==> src/rtl/fifo_128to16_unpacker.sv <==
`default_nettype none
// ============================================================================
// Module   : fifo_128to16_unpacker
// Purpose  : Read-side width downsizer. Pulls IN_WIDTH-bit words from a
//            non-FWFT FIFO read port and emits them as an OUT_WIDTH-bit
//            valid/ready stream (IN_WIDTH/OUT_WIDTH beats per word). It also
//            counts beats per line, flags the last beat of each line, and
//            counts cycles starved of data in the middle of a line.
// Ports    : clk           - FIFO read clock and stream clock
//            tb_rst        - asynchronous active-high reset
//            fifo_rd_en    - FIFO read strobe (combinational)
//            fifo_rd_data  - FIFO word, valid the cycle after fifo_rd_en
//            fifo_rd_empty - FIFO empty flag
//            m_data        - output beat
//            m_valid       - output beat valid
//            m_ready       - downstream accept
//            m_last        - last beat of the current line
//            underrun_cnt  - saturating count of mid-line starved cycles
// Revision : 1.0 - initial release
// ============================================================================
module fifo_128to16_unpacker #(
   parameter int IN_WIDTH   = 128,
   parameter int OUT_WIDTH  = 16,
   parameter int LSB_FIRST  = 1,
   parameter int LINE_BEATS = 1024,
   parameter int CNT_W      = 10
) (
   input  logic                 clk,
   input  logic                 tb_rst,
   output logic                 fifo_rd_en,
   input  logic [IN_WIDTH-1:0]  fifo_rd_data,
   input  logic                 fifo_rd_empty,
   output logic [OUT_WIDTH-1:0] m_data,
   output logic                 m_valid,
   input  logic                 m_ready,
   output logic                 m_last,
   output logic [7:0]           underrun_cnt
);

   localparam int                c_lanes     = IN_WIDTH / OUT_WIDTH;
   localparam int                c_lane_w    = (c_lanes > 1) ? $clog2(c_lanes) : 1;
   localparam logic [c_lane_w-1:0] c_last_lane = c_lane_w'(c_lanes - 1);
   localparam logic [CNT_W-1:0]  c_last_beat = CNT_W'(LINE_BEATS - 1);

   // Shift buffer (word being emitted), next buffer, and read-in-flight flag
   logic [IN_WIDTH-1:0]  r_sb_data;
   logic                 r_sb_v;
   logic [c_lane_w-1:0]  r_lane;
   logic [IN_WIDTH-1:0]  r_nb_data;
   logic                 r_nb_v;
   logic                 r_inflight;
   logic [CNT_W-1:0]     r_cnt;
   logic [7:0]           r_underrun;

   logic                 w_hs;
   logic                 w_release;
   logic                 w_sb_free;
   logic [1:0]           w_occ;
   logic [OUT_WIDTH-1:0] w_lanes [c_lanes];

   assign w_hs      = r_sb_v && m_ready;
   assign w_release = w_hs && (r_lane == c_last_lane);
   assign w_sb_free = !r_sb_v || w_release;

   // Words held or in flight after this edge; a shift buffer that hands off
   // its last lane this cycle already counts as free so reads never bubble.
   assign w_occ = {1'b0, r_sb_v & ~w_release} + {1'b0, r_nb_v} + {1'b0, r_inflight};

   assign fifo_rd_en = !tb_rst && !fifo_rd_empty && (w_occ < 2'd2);

   // Lane k is the k-th beat sent, so the beat order follows LSB_FIRST
   for (genvar i = 0; i < c_lanes; i++) begin : g_lane
      if (LSB_FIRST != 0) begin : g_lsb
         assign w_lanes[i] = r_sb_data[i*OUT_WIDTH +: OUT_WIDTH];
      end else begin : g_msb
         assign w_lanes[i] = r_sb_data[(c_lanes-1-i)*OUT_WIDTH +: OUT_WIDTH];
      end
   end

   assign m_data       = w_lanes[r_lane];
   assign m_valid      = r_sb_v;
   assign m_last       = r_sb_v && (r_cnt == c_last_beat);
   assign underrun_cnt = r_underrun;

   // Word buffers: NB advances into SB on the edge SB releases its last lane;
   // a returning FIFO word fills whichever slot is free after that move.
   always_ff @(posedge clk or posedge tb_rst) begin
      if (tb_rst) begin
         r_sb_data  <= '0;
         r_sb_v     <= 1'b0;
         r_nb_data  <= '0;
         r_nb_v     <= 1'b0;
         r_inflight <= 1'b0;
      end else begin
         r_inflight <= fifo_rd_en;
         if (w_sb_free) begin
            if (r_nb_v) begin
               r_sb_data <= r_nb_data;
               r_sb_v    <= 1'b1;
               r_nb_v    <= r_inflight;
               if (r_inflight) begin
                  r_nb_data <= fifo_rd_data;
               end
            end else if (r_inflight) begin
               r_sb_data <= fifo_rd_data;
               r_sb_v    <= 1'b1;
            end else begin
               r_sb_v    <= 1'b0;
            end
         end else if (r_inflight) begin
            r_nb_data <= fifo_rd_data;
            r_nb_v    <= 1'b1;
         end
      end
   end

   // Lane index, beat-in-line counter and starvation counter
   always_ff @(posedge clk or posedge tb_rst) begin
      if (tb_rst) begin
         r_lane     <= '0;
         r_cnt      <= '0;
         r_underrun <= '0;
      end else begin
         if (w_hs) begin
            r_lane <= w_release ? '0 : r_lane + 1'b1;
            r_cnt  <= (r_cnt == c_last_beat) ? '0 : r_cnt + 1'b1;
         end
         // Idle between lines (count at zero) is not starvation
         if ((r_cnt != '0) && !r_sb_v && (r_underrun != 8'hFF)) begin
            r_underrun <= r_underrun + 8'd1;
         end
      end
   end

endmodule
`default_nettype wire

==> config.mk <==
export PLATFORM = sky130hd
export DESIGN_NAME = fifo_128to16_unpacker
export DESIGN_NICKNAME = d
export VERILOG_FILES = /design/src/rtl/fifo_128to16_unpacker.sv
export SDC_FILE = /design/constraint.sdc
export NUM_CORES = 1
export LEC_CHECK = 0
export BUFFER_PORTS_ARGS = -buffer_cell sky130_fd_sc_hd__buf_2
export CORE_UTILIZATION = 30
export DETAILED_ROUTE_END_ITERATION = 10
export PLACE_DENSITY = 0.46
export SLEW_MARGIN = 20
export SYNTH_ARGS = -nofsm -noshare
export SYNTH_HDL_FRONTEND = slang
export SYNTH_SLANG_ARGS = --single-unit
==> constraint.sdc <==
create_clock -name clk -period 10.3 [get_ports clk]
set_clock_uncertainty 0.2 [all_clocks]
set_input_delay 0.515 -clock clk [delete_from_list [all_inputs] [get_ports clk]]
set_output_delay 0.515 -clock clk [all_outputs]
set_load 0.005 [all_outputs]
==> results by group, run 1 <==
Routing
  • Antenna-violating nets left: 0
  • Wirelength, routed: 33.8 mm
  • First-pass DRT Iterations: 4
  • DR iter-0 viols: 530
  • Met3 WL: 1.45 mm
  • WL met2: 14.5 mm
  • Drt drc: 0
  • Uppermost layer routed: met4
  • Wire per inst: 19.8 µm
  • Wl on met1: 17.2 mm
  • Via count: 8131
  • Routed vias/inst: 4.75

Yosys
  • Register area share after synthesis: 54.6%
  • Post-synth top flop: dfrtp_1
  • Synth area leader: dfrtp_1
  • Net Count, Synth: 1138
  • Most numerous cell in the Yosys netlist: dfrtp_1
  • Area contributors post-synth: dfrtp_1, mux2_2, mux2i_1
  • Syn_area_per_cell: 12.9 µm²
  • Cell count after synthesis: 999
  • Synth Cell Area: 12800 µm²
  • Commonest cells post-synth: dfrtp_1, mux2_2, nor2_1
  • Synth Warn #: 0
  • Post-synth ARST share: 100%
  • Number of distinct library cells after synthesis: 36
  • Number of enable flip-flop cells after synthesis: 0
  • Top-area cell type share of the netlist area: 54.6%
  • Seq cells post-synth: 280

Pwr
  • Pwr Total: 5.00 mW
  • Clock Power Share: 25.0%
  • Part of the power in registers: 40.6%
  • VDD IR max: 0.000129 V
  • Logic gate share of total power: 34.4%
  • Internal power: 3.32 mW
  • Pwr/cell area: 327 nW/µm²
  • P_sw: 1.67 mW
  • Pleak: 6.95 nW
  • Switching portion of total power: 33.5%

GRT
  • First-pass GRT wire length: 52.1 mm
  • Antenna violations before repair: 2
  • Largest net degree at the start of global routing: 257
  • Total gr overflow: 0
  • Vias in the first global route: 8256
  • Total track usage: 16.0%

Critical path
  • Worst reg2reg endpoint: r_nb_data[60]
  • Worst EP required: 9590 ps
  • Reg2reg path depth: 6
  • Max Fanout on Critical Path: 34
  • CP endpoint kind: primary output
  • Worst r2r src: r_lane[1]
  • Crit path from: r_lane[1]
  • CP Class: reg -> out
  • Worst Path Arrival: 3250 ps
  • R2R setup slack: 6710 ps
  • Startpoint types: flop

Placement
  • DP Wirelength: 23.0 mm
  • Port bufs: 158
  • Routability cong.: 0.744
  • Pre-CTS setup slack: 6670 ps
  • Placed Cells: 1636

Timing
  • Setup TNS: 0 ps
  • Fin. Hold Viols: 10
  • Hold_ws: -33.1 ps
  • Fmax: 0.252 GHz
  • RSZ-0062 raised after global routing: no
  • Final worst path period need: 3960 ps
  • Tcrit/Tclk final: 38.5%
  • Slew headroom: 27.4%
  • Final setup fails: 0
  • Setup ws final: 6340 ps
  • Max Slew Vio Count: 0
  • Slew at the pin closest to its max-slew limit: 1090 ps

Clocking
  • Clk sinks: 280
  • Clk_lat worst skew: 530 ps
  • Num CTS Buffers: 34
  • CTS tree: done
  • Post-CTS Setup Bufs: 0
  • Bufs on Longest Clock Path: 3
  • Cts hold-fix bufs: 10
  • CTS resizes: 0
  • Root buffer cell: clkbuf_16
  • H-Tree Depth: 2
  • Clk slew on worst S/H paths: 60 ps

Layout
  • Util after Layout: 36.3%
  • Cell Count, Final, Fillers Out: 1710
  • Nets@finish: 1282
  • Share of cells above drive strength 1: 34.2%
  • Syn-to-layout area delta: 19.0%

Die
  • Die Y: 209 µm
  • Die X: 209 µm
  • Initial core utilization: 30.5%
  • Boundary Pins: 159
  • # rows: 75
  • Core Box Area: 42000 µm²
  • Die area: 43600 µm²

Run status
  • Violated checks: hold timing
  • Status: finished with violations

Min path
  • HP Class: in -> async

Job
  • Max-cap violations: 0
## cell usage in the layout (no fill, tap or decap), types with 14 or more instances in the layout
cell         n
clkbuf_8    14
mux2_2     145
buf_2      158
dfrtp_1    277
mux4_2      24
a21oi_1    128
mux2i_1    129
clkbuf_16   37
nor2_1     137
## layer usage
| metal | vias up | track usage [%] |
|---|---|---|
| met2 | 137 | 22.8 |
| met4 | 0 | 4.94 |
| met1 | 4094 | 24.0 |
| met5 | - | 0 |
| met3 | 38 | 3.25 |
| li1 | 3862 | - |
## cell type report
type                    count  area (µm²)
multi-input cells         644        5390
clock inverters             3        40.0
clock buffers              59        1150
fillers                  4172       26800
repair buffers            176         971
flip-flops and latches    280        7010
diodes                      2        5.00
well taps                 539         674
inverters                   7        33.8
## worst max-delay path: stages, from the launching register on
cell,delay [ps]
dfrtp_2,950
ha_1,280
ha_1,250
a21boi_4,120
ha_1,280
inv_1,30
a2111oi_0,570
buf_2,220
## logic make-up after synthesis
group / Yosys count / synth area share [%]
AOI/OAI and AO/OA: 137 / 5.55
xor gates and xnor gates: 12 / 0.819
adders and majority gates: 7 / 0.682
buffers and inverters: 75 / 3.59
DFF: 280 / 54.6
muxes: 307 / 28.7
and+or+nand+nor: 181 / 6.06
## worst max path at each step
stage | endpoint | slack [ps]
2_1_floorplan | m_valid | 1860
3_3_place_gp | r_nb_data[56] | 6710
3_5_place_dp | r_nb_data[34] | 6670
4_1_cts | fifo_rd_en | 6240
5_1_grt | fifo_rd_en | 6070
6_report | fifo_rd_en | 6340
## registers in the layout (all words and copies together), names as in the netlist
signal        count
m_valid           1
r_inflight        1
underrun_cnt      8
r_nb_data       128
r_cnt            10
r_sb_data       128
r_nb_v            1
r_lane            3
## stage by stage
stage / cell area (µm²) / hold slack, ps
after floorplan: 12800 / 279
after global placement: 14000 / 287
after detailed placement: 14000 / 293
after CTS: 15300 / 0.149
after global routing: 15300 / 15.3
final: 15300 / -33.1
## power by group through the flow
stage / Clock [mW] / Sequential (mW) / Combinational (mW)
final: 1.25 / 2.03 / 1.72
after global routing: 1.34 / 2.10 / 1.90
after CTS: 1.30 / 2.03 / 1.77
after detailed placement: 0 / 2.05 / 1.76
after global placement: 0 / 2.04 / 1.73
after floorplan: 0 / 1.85 / 1.35
Note: power is estimated with default switching activity, not from simulation.
==> run 2, diff against run 1 <==
--- a/config.mk
+++ b/config.mk
@@ -8,7 +8,7 @@
 export BUFFER_PORTS_ARGS = -buffer_cell sky130_fd_sc_hd__buf_2
 export CORE_UTILIZATION = 30
 export DETAILED_ROUTE_END_ITERATION = 10
-export PLACE_DENSITY = 0.46
+export PLACE_DENSITY = 0.47
 export SLEW_MARGIN = 20
 export SYNTH_ARGS = -nofsm -noshare
 export SYNTH_HDL_FRONTEND = slang
==> constraint.sdc (replaced) <==
create_clock -name clk -period 3.4 [get_ports clk]
set_clock_uncertainty 0.2 [all_clocks]
set_input_delay 0.17 -clock clk [delete_from_list [all_inputs] [get_ports clk]]
set_output_delay 0.17 -clock clk [all_outputs]
set_load 0.005 [all_outputs]
==> results by group, run 2 (synthesis gave the netlist of run 1 again) <==
Timing
  • Fmax: 0.337 GHz
  • Final worst path period need: 2960 ps
  • Max Slew Vio Count: 0 (unchanged)
  • Slew headroom: 58.1% (was 27.4%)
  • Slew at the pin closest to its max-slew limit: 629 ps (was 1090 ps)
  • RSZ-0062 raised after global routing: no (unchanged)
  • Final setup fails: 0 (unchanged)
  • Tcrit/Tclk final: 87.2%
  • Fin. Hold Viols: 0 (was 10)
  • Setup TNS: 0 ps (unchanged)

GRT
  • Total gr overflow: 0 (unchanged)
  • First-pass GRT wire length: 55.7 mm (was 52.1 mm)
  • Total track usage: 16.8% (was 16.0%)
  • Largest net degree at the start of global routing: 102 (was 257)
  • Vias in the first global route: 9001 (was 8256)
  • Antenna violations before repair: 5 (was 2)

Critical path
  • CP endpoint kind: primary output (unchanged)
  • Worst-path cell chain: ha_1 -> ha_1 -> a21boi_4 -> ha_1 -> inv_1 -> a2111oi_0 -> buf_2 (unchanged)
  • R2R setup slack: 660 ps (was 6710 ps)
  • Startpoint types: flop (unchanged)
  • Worst EP required: 3030 ps (was 9590 ps)
  • Worst path max stage delay: 520 ps (was 950 ps)
  • Slowest cell on the critical path: a2111oi_0 (was dfrtp_2)
  • CP most frequent cell: ha_1 (unchanged)
  • Buf/Inv on CP: 2 (unchanged)
  • Delay-heaviest family, CP: compound AO/OA/AOI/OAI gates (was flip-flops)
  • Worst reg2reg endpoint: r_inflight (was r_nb_data[60])
  • Max Fanout on Critical Path: 5 (was 34)
  • Worst Path Arrival: 2590 ps (was 3250 ps)
  • Worst r2r src: r_lane[0] (was r_lane[1])
  • Reg2reg path depth: 7 (was 6)
  • CP Class: reg -> out (unchanged)

Job
  • Max-cap violations: 0 (unchanged)

Die
  • Core Box Area: 42000 µm² (unchanged)
  • # rows: 75 (unchanged)
  • Die area: 43600 µm² (unchanged)
  • Initial core utilization: 30.5% (unchanged)
  • Boundary Pins: 159 (unchanged)
  • Die Y: 209 µm (unchanged)
  • Die X: 209 µm (unchanged)

Pwr
  • VDD IR max: 0.000358 V (was 0.000129 V)
  • Pwr Total: 15.0 mW (was 5.00 mW)
  • Pwr/cell area: 910 nW/µm² (was 327 nW/µm²)
  • Pleak: 7.47 nW (was 6.95 nW)

Layout
  • Most frequent cells in the layout: dfrtp_1, buf_2, mux2_2 (unchanged)
  • Nets@finish: 1413 (was 1282)
  • Most common cell after layout, fill and taps aside: dfrtp_1 (unchanged)
  • FF+latch area: 7010 µm² (unchanged)
  • Filler cells: 4100 (was 4172)
  • Area of the multi-input gates: 5390 µm² (unchanged)
  • Syn-to-layout area delta: 28.6% (was 19.0%)
  • Share of cells above drive strength 1: 31.4% (was 34.2%)
  • Top Registers: r_nb_data x128, r_sb_data x128, r_cnt x10 (unchanged)

Clocking
  • CTS tree: done (unchanged)
  • Num CTS Buffers: 35 (was 34)
  • Clk slew on worst S/H paths: 60 ps (about the same)
  • CTS resizes: 0 (unchanged)
  • Clk sinks: 280 (unchanged)
  • Bufs on Longest Clock Path: 3 (unchanged)
  • Clk_lat worst skew: 540 ps (was 530 ps)
  • H-Tree Depth: 2 (unchanged)
  • Root buffer cell: clkbuf_16 (unchanged)

Placement
  • Routability cong.: 0.758 (was 0.744)
  • DP Wirelength: 24.6 mm (was 23.0 mm)
  • Port bufs: 158 (unchanged)

Min path
  • HP Class: in -> async (unchanged)

Routing
  • Routed vias/inst: 4.73 (was 4.75)
  • Via count: 8676 (was 8131)
  • Wire per inst: 19.4 µm (was 19.8 µm)
  • DR iter-0 viols: 481 (was 530)
  • Wirelength, routed: 35.7 mm (was 33.8 mm)
  • Antenna-violating nets left: 0 (unchanged)
  • Drt drc: 0 (unchanged)
  • First-pass DRT Iterations: 4 (unchanged)

Run status
  • Status: completed (was finished with violations)
-- run 2: layout make-up --
type,instances,share of cell area (%)
Tap cell,539,4.09
Timing Repair Buffer,306,14.1
Multi-Input combinational cell,644,32.6
Clock inverter,9,0.356
Sequential cell,280,42.5
Antenna cell,2,0.0303
Clock buffer,49,6.17
Inverter,7,0.182
-- run 2: power breakdown --
part           switching [mW]  leakage (nW)  internal, mW
clock network            1.46         0.535          2.08
registers                1.05          3.29          4.98
logic                    2.60          3.65          2.85
-- run 2: tightest hold or removal path: stages --
cell           delay [ps]
dlygate4sd3_1         540
buf_2                 140
clkinvlp_4            140
buf_12                390
-- run 2: through the flow --
stage          area (µm²)  setup WS [ps]  utilization [%]  hold slack, ps  instances
2_1_floorplan       12800           -677                -            88.9        999
3_3_place_gp        14100            949             33.6             175       1644
3_5_place_dp        14100            920             33.6             170       1644
4_1_cts             16500            345             39.3             187       1834
5_1_grt             16500            308             39.3             206       1834
6_report            16500            437             39.3             211       1836
-- run 2: timing repair --
action                                 in CTS  in global routing
hold buffers                              132                  0
setup buffers                               0                  0
endpoints found under the hold margin     544                  0
-- run 2: routing by layer --
| layer | track usage (%) | wire [µm] | up-vias |
|---|---|---|---|
| li1 | - | - | 4138 |
| met1 | 24.2 | 17400 | 4345 |
| met2 | 25.5 | 16100 | 147 |
| met3 | 4.10 | 1640 | 40 |
| met4 | 3.47 | 435 | 6 |
| met5 | 0 | 37 | - |
-- run 2: how the worst max path moves through the flow --
| stage | start | endpoint | slack [ps] | cells after the start |
|---|---|---|---|---|
| after CTS | r_lane[0] | m_data[0] | 340 | 4 |
| after detailed placement | r_lane[0] | m_data[0] | 920 | 4 |
| after floorplan | tb_rst | m_valid | -680 | 1 |
| after global placement | r_lane[0] | m_data[0] | 950 | 4 |
| final | r_lane[0] | fifo_rd_en | 440 | 7 |
| after global routing | r_lane[0] | fifo_rd_en | 310 | 7 |
